## config.mk

```make
export PLATFORM = sky130hd
export DESIGN_NAME = mproc_mem
export DESIGN_NICKNAME = d
export VERILOG_FILES = /design/src/rtl/mproc_mem_pkg.sv /design/src/rtl/mproc_mem_mem_array.sv /design/src/rtl/mproc_mem.sv
export SDC_FILE = /design/constraint.sdc
export NUM_CORES = 2
export LEC_CHECK = 0
export CAP_MARGIN = 20
export CORE_ASPECT_RATIO = 1.5
export CORE_UTILIZATION = 40
export DETAILED_ROUTE_END_ITERATION = 8
export MAX_ROUTING_LAYER = met4
export PLACE_DENSITY = 0.59
export SLEW_MARGIN = 10
export SYNTH_ARGS = -nofsm -noshare
export SYNTH_HDL_FRONTEND = slang
export SYNTH_HIERARCHICAL = 1
export SYNTH_SLANG_ARGS = --single-unit
```

## constraint.sdc

```tcl
create_clock -name clk -period 7.25 [get_ports clk]
set_input_delay 0.725 -clock clk [delete_from_list [all_inputs] [get_ports clk]]
set_output_delay 0.725 -clock clk [all_outputs]
set_load 0.005 [all_outputs]
```

## src/rtl/mproc_mem_pkg.sv

```systemverilog
// Shared definitions for the mproc program memory and loader.
package mproc_mem_pkg;

  // Loader / run states. The encoding is visible on the debug state port.
  typedef enum logic [1:0] {
    LOAD_LO = 2'b00,
    LOAD_HI = 2'b01,
    RUN     = 2'b10
  } state_t;

  localparam int DEFAULT_DEPTH = 128;
  localparam int DEFAULT_AW    = 7;

endpackage

```

## src/rtl/mproc_mem_mem_array.sv

```systemverilog
// DEPTH x 16 storage: one synchronous write port, one asynchronous read port.
// There is deliberately no reset, so a program survives a loader reset.
module mem_array #(
  parameter int DEPTH = 128,
  parameter int AW    = 7
) (
  input  logic          clk,
  input  logic          i_we,
  input  logic [AW-1:0] i_waddr,
  input  logic [15:0]   i_wdata,
  input  logic [AW-1:0] i_raddr,
  output logic [15:0]   o_rdata
);

  logic [15:0] r_mem [DEPTH];

  // Write port: one word per rising edge when enabled.
  always_ff @(posedge clk) begin
    if (i_we) begin
      r_mem[i_waddr] <= i_wdata;
    end
  end

  // Read port: combinational, zero-cycle latency.
  always_comb begin
    o_rdata = r_mem[i_raddr];
  end

endmodule

```

## src/rtl/mproc_mem.sv

```systemverilog
// Program memory for mproc with a byte-serial host loader.
// Handshake: a byte transfers on a rising edge where ld_valid & ld_ready are
// both high; ld_ready depends only on registered state, never on ld_valid.
// Bytes arrive low byte first; each high byte completes and writes one word.
module mproc_mem
  import mproc_mem_pkg::*;
#(
  parameter int DEPTH = DEFAULT_DEPTH,
  parameter int AW    = DEFAULT_AW
) (
  input  logic          clk,
  input  logic          reset,
  input  logic [AW-1:0] addr,
  output logic [15:0]   mem_dout,
  input  logic          ld_valid,
  output logic          ld_ready,
  input  logic [7:0]    ld_byte,
  input  logic          ld_last,
  input  logic          ld_start,
  output logic          cpu_reset,
  output logic          run,
  output logic [AW:0]   words_loaded,
  output logic          ld_err,
  output logic [1:0]    dbg_state
);

  localparam logic [AW:0]   WORDS_FULL = (AW + 1)'(DEPTH);
  localparam logic [AW-1:0] WPTR_LAST  = AW'(DEPTH - 1);

  state_t        r_state;
  state_t        w_next_state;
  logic [AW-1:0] r_wptr;
  logic [AW:0]   r_words;
  logic [7:0]    r_lo;
  logic          r_err;
  logic          w_hs;
  logic          w_we;
  logic [15:0]   w_wdata;
  logic [15:0]   w_rdata;

  // Outputs decoded straight from the state register: glitch free, no latency.
  always_comb begin
    ld_ready     = (r_state == LOAD_LO) || (r_state == LOAD_HI);
    run          = (r_state == RUN);
    cpu_reset    = ~run;
    mem_dout     = run ? w_rdata : 16'h0000;
    words_loaded = r_words;
    ld_err       = r_err;
    dbg_state    = r_state;
  end

  // Next-state logic and the write strobe; reset suppresses any write.
  always_comb begin
    w_hs         = ld_valid & ld_ready;
    w_next_state = r_state;
    w_we         = 1'b0;
    w_wdata      = {ld_byte, r_lo};
    case (r_state)
      LOAD_LO: begin
        if (w_hs) w_next_state = LOAD_HI;
      end
      LOAD_HI: begin
        if (w_hs) begin
          w_we         = ~reset;
          w_next_state = ld_last ? RUN : LOAD_LO;
        end
      end
      RUN: begin
        if (ld_start) w_next_state = LOAD_LO;
      end
      default: w_next_state = LOAD_LO;
    endcase
  end

  // State register.
  always_ff @(posedge clk) begin
    if (reset) begin
      r_state <= LOAD_LO;
    end else begin
      r_state <= w_next_state;
    end
  end

  // Loader datapath: low-byte latch, write pointer, word count, error flag.
  always_ff @(posedge clk) begin
    if (reset) begin
      r_lo    <= 8'h00;
      r_wptr  <= '0;
      r_words <= '0;
      r_err   <= 1'b0;
    end else begin
      case (r_state)
        LOAD_LO: begin
          if (w_hs) begin
            r_lo <= ld_byte;
            // A program cannot end on a low byte; flag it but keep loading.
            if (ld_last) r_err <= 1'b1;
          end
        end
        LOAD_HI: begin
          if (w_hs) begin
            r_wptr <= (r_wptr == WPTR_LAST) ? '0 : r_wptr + 1'b1;
            if (r_words != WORDS_FULL) r_words <= r_words + 1'b1;
          end
        end
        RUN: begin
          if (ld_start) begin
            r_wptr  <= '0;
            r_words <= '0;
          end
        end
        default: ;
      endcase
    end
  end

  mem_array #(
    .DEPTH (DEPTH),
    .AW    (AW)
  ) u_mem (
    .clk     (clk),
    .i_we    (w_we),
    .i_waddr (r_wptr),
    .i_wdata (w_wdata),
    .i_raddr (addr),
    .o_rdata (w_rdata)
  );

endmodule
```

==> impl_metrics.json <==
{
  "worst_pin_slew_ps": 1110,
  "path_class": "primary input to output pin",
  "power_mw": 24.0,
  "die_y_um": 548,
  "final_cell_mix": "edfxtp_1, mux4_2, clkbuf_16, buf_4, nor2_1",
  "hold_path.class": "primary input to register",
  "wl_per_cell_um": 31.9,
  "whs_ps": 394,
  "grt_pass1_vias": 36900,
  "maxCapViolations": 0,
  "setup_viol": 0,
  "crit_fanout": 51,
  "numCtsBuffers": 187,
  "synth_warnings": 6,
  "period_share_pct": 74.0,
  "report.final.slew_viol_count": 0,
  "rsz0062_at_grt": "no",
  "synth.distinct_cells": 43,
  "finalSetupTns_ps": 0,
  "chipWidth_um": 366,
  "status": "completed",
  "syn_nets": 3248,
  "coreArea_um2": 198000,
  "place_ws_ps": 1810,
  "drive_above_1_share_pct": 32.2,
  "fin_crit_ps": 5370,
  "final_antenna_net_count": 0,
  "drt-total-wl_um": 200000,
  "whs_path_depth": 1,
  "synth_seq_cells": 2074,
  "antenna_found_initial": 9,
  "avgSynthCellArea_um2": 24.7,
  "placementRows": 200,
  "cts.sinks": 2074,
  "postSynth.asyncResetShare_pct": 0,
  "worstSkewPairLatency_ps": 840,
  "pin_count": 50,
  "ys.flop_type": "edfxtp_1",
  "initial_core_util_pct": 40.2,
  "grt_overflow": 0,
  "cts_tree": "done",
  "reg2reg_depth": 6,
  "final_util_pct": 45.6,
  "finClkSkew_ps": 63.2,
  "power_leakage_nw": 28.0,
  "postCtsSetupBuffers": 0,
  "start_kind": "primary input",
  "vias": 35600,
  "nFillCells": 16200,
  "syn2layout_area_growth_pct": 13.3,
  "synth_area_um2": 79500,
  "cts_resized": 0,
  "first_iter_violations": 3592,
  "end_kind": "output pin",
  "grt_max_degree": 98,
  "drt_pass1_iterations": 7,
  "numPortBuffers": 49,
  "drc_errors": 0,
  "htree_levels": 4,
  "fmaxAchievable_mhz": 186,
  "crit_required_ps": 6520,
  "die_area_um2": 201000,
  "ir_drop_mv": 0.175,
  "grt_pass1_wl_um": 283000,
  "clk_transition_reported_paths_ps": 70,
  "fin_nets": 3510,
  "place.gp.congestion": 0.826,
  "hold_buffers": 0,
  "relSlewSlack_pct": 25.4,
  "synth_edf_count": 2048,
  "final-hold-violation-count": 0,
  "via_per_inst": 5.69,
  "seq_area_frac_synth_pct": 78.0,
  "powerDensity_nw_per_um2": 266,
  "setup_ws_ps": 1880,
  "layout_commonest_cell": "edfxtp_1",
  "clock_path_buffers": 4,
  "hpwl_um": 118000,
  "syn_inst": 3225,
  "critPathArrivalTime_ps": 4640,
  "root_buffer": "clkbuf_16",
  "grtUsageTotal_pct": 20.6
}
-- state kept, by name, indices dropped and copies added, names as in the netlist --
register	count
u_mem/r_mem	2048
dbg_state	2
r_wptr	7
r_lo	8
ld_err	1
words_loaded	8
-- metrics by stage --
stage	std cells	instance area [um^2]
after floorplan	3225	79500
after global placement	5923	84300
after detailed placement	5923	84300
after CTS	6252	90100
after global routing	6258	90100
final	6261	90100
-- worst paths after layout --
check / slack, ps / endpoint / start
worst min-delay path: 390 / u_mem/r_mem[95][10] / ld_byte[2]
worst min register to register: 490 / ld_err / ld_err
worst max-delay path: 1880 / mem_dout[4] / addr[0]
worst max register to register: 3580 / u_mem/r_mem[28][11] / dbg_state[0]
-- critical path, cell delays in order --
cell,delay [ps]
buf_8,390
buf_12,390
buf_4,350
mux4_2,550
mux4_2,520
mux4_2,480
mux2_2,310
and2_1,150
clkdlybuf4s50_1,440
-- per-layer routing --
metal | up-vias | GRT usage (%) | wire length (um)
met5 | - | - | 0
met1 | 19800 | 24.5 | 75300
li1 | 14500 | - | -
met4 | 0 | 5.59 | 4380
met3 | 258 | 2.20 | 9720
met2 | 1097 | 37.1 | 111000
-- layout make-up --
type	instances	area [um^2]	share of cell area, %
clock buffers	229	4880	5.41
multi-input cells	973	16800	18.6
flip-flops and latches	2074	62000	68.8
clock inverters	100	886	0.983
diodes	8	20.0	0.0222
inverters	5	18.8	0.0208
well taps	2626	3290	3.65
repair buffers	246	2180	2.42
-- synth_stat cells, types with 9 or more instances --
cell | instances | share of area, %
nor3_1 | 13 | 0.082
nand2_1 | 20 | 0.094
mux2_2 | 17 | 0.24
edfxtp_1 | 2048 | 77
mux4_2 | 672 | 19
nand3_1 | 13 | 0.082
buf_1 | 28 | 0.13
buf_2 | 55 | 0.35
nor2b_1 | 9 | 0.071
dfxtp_1 | 26 | 0.65
and2_1 | 16 | 0.13
nor2_1 | 143 | 0.67
a21oi_1 | 10 | 0.063
clkbuf_1 | 87 | 0.41
mux2i_1 | 9 | 0.11
-- kinds of logic after synthesis --
logic type	after synthesis	share of synthesized area, %
AOI/OAI and AO/OA	27	0.216
xor gates and xnor gates	5	0.0551
adders and majority gates	3	0.0472
buffers and inverters	178	0.946
DFF	2074	78.0
muxes	698	19.4
and+or+nand+nor	240	1.36
-- where the power goes --
part | internal (mW) | leakage, nW | switching [mW] | total, mW
combinational | 0.470 | 6.08 | 0.702 | 1.17
clock | 5.31 | 2.80 | 4.25 | 9.56
sequential | 13.2 | 19.1 | 0.0548 | 13.3
total | 19.0 | 28.0 | 5.00 | 24.0
No activity file was read; power rests on OpenSTA's default activity.
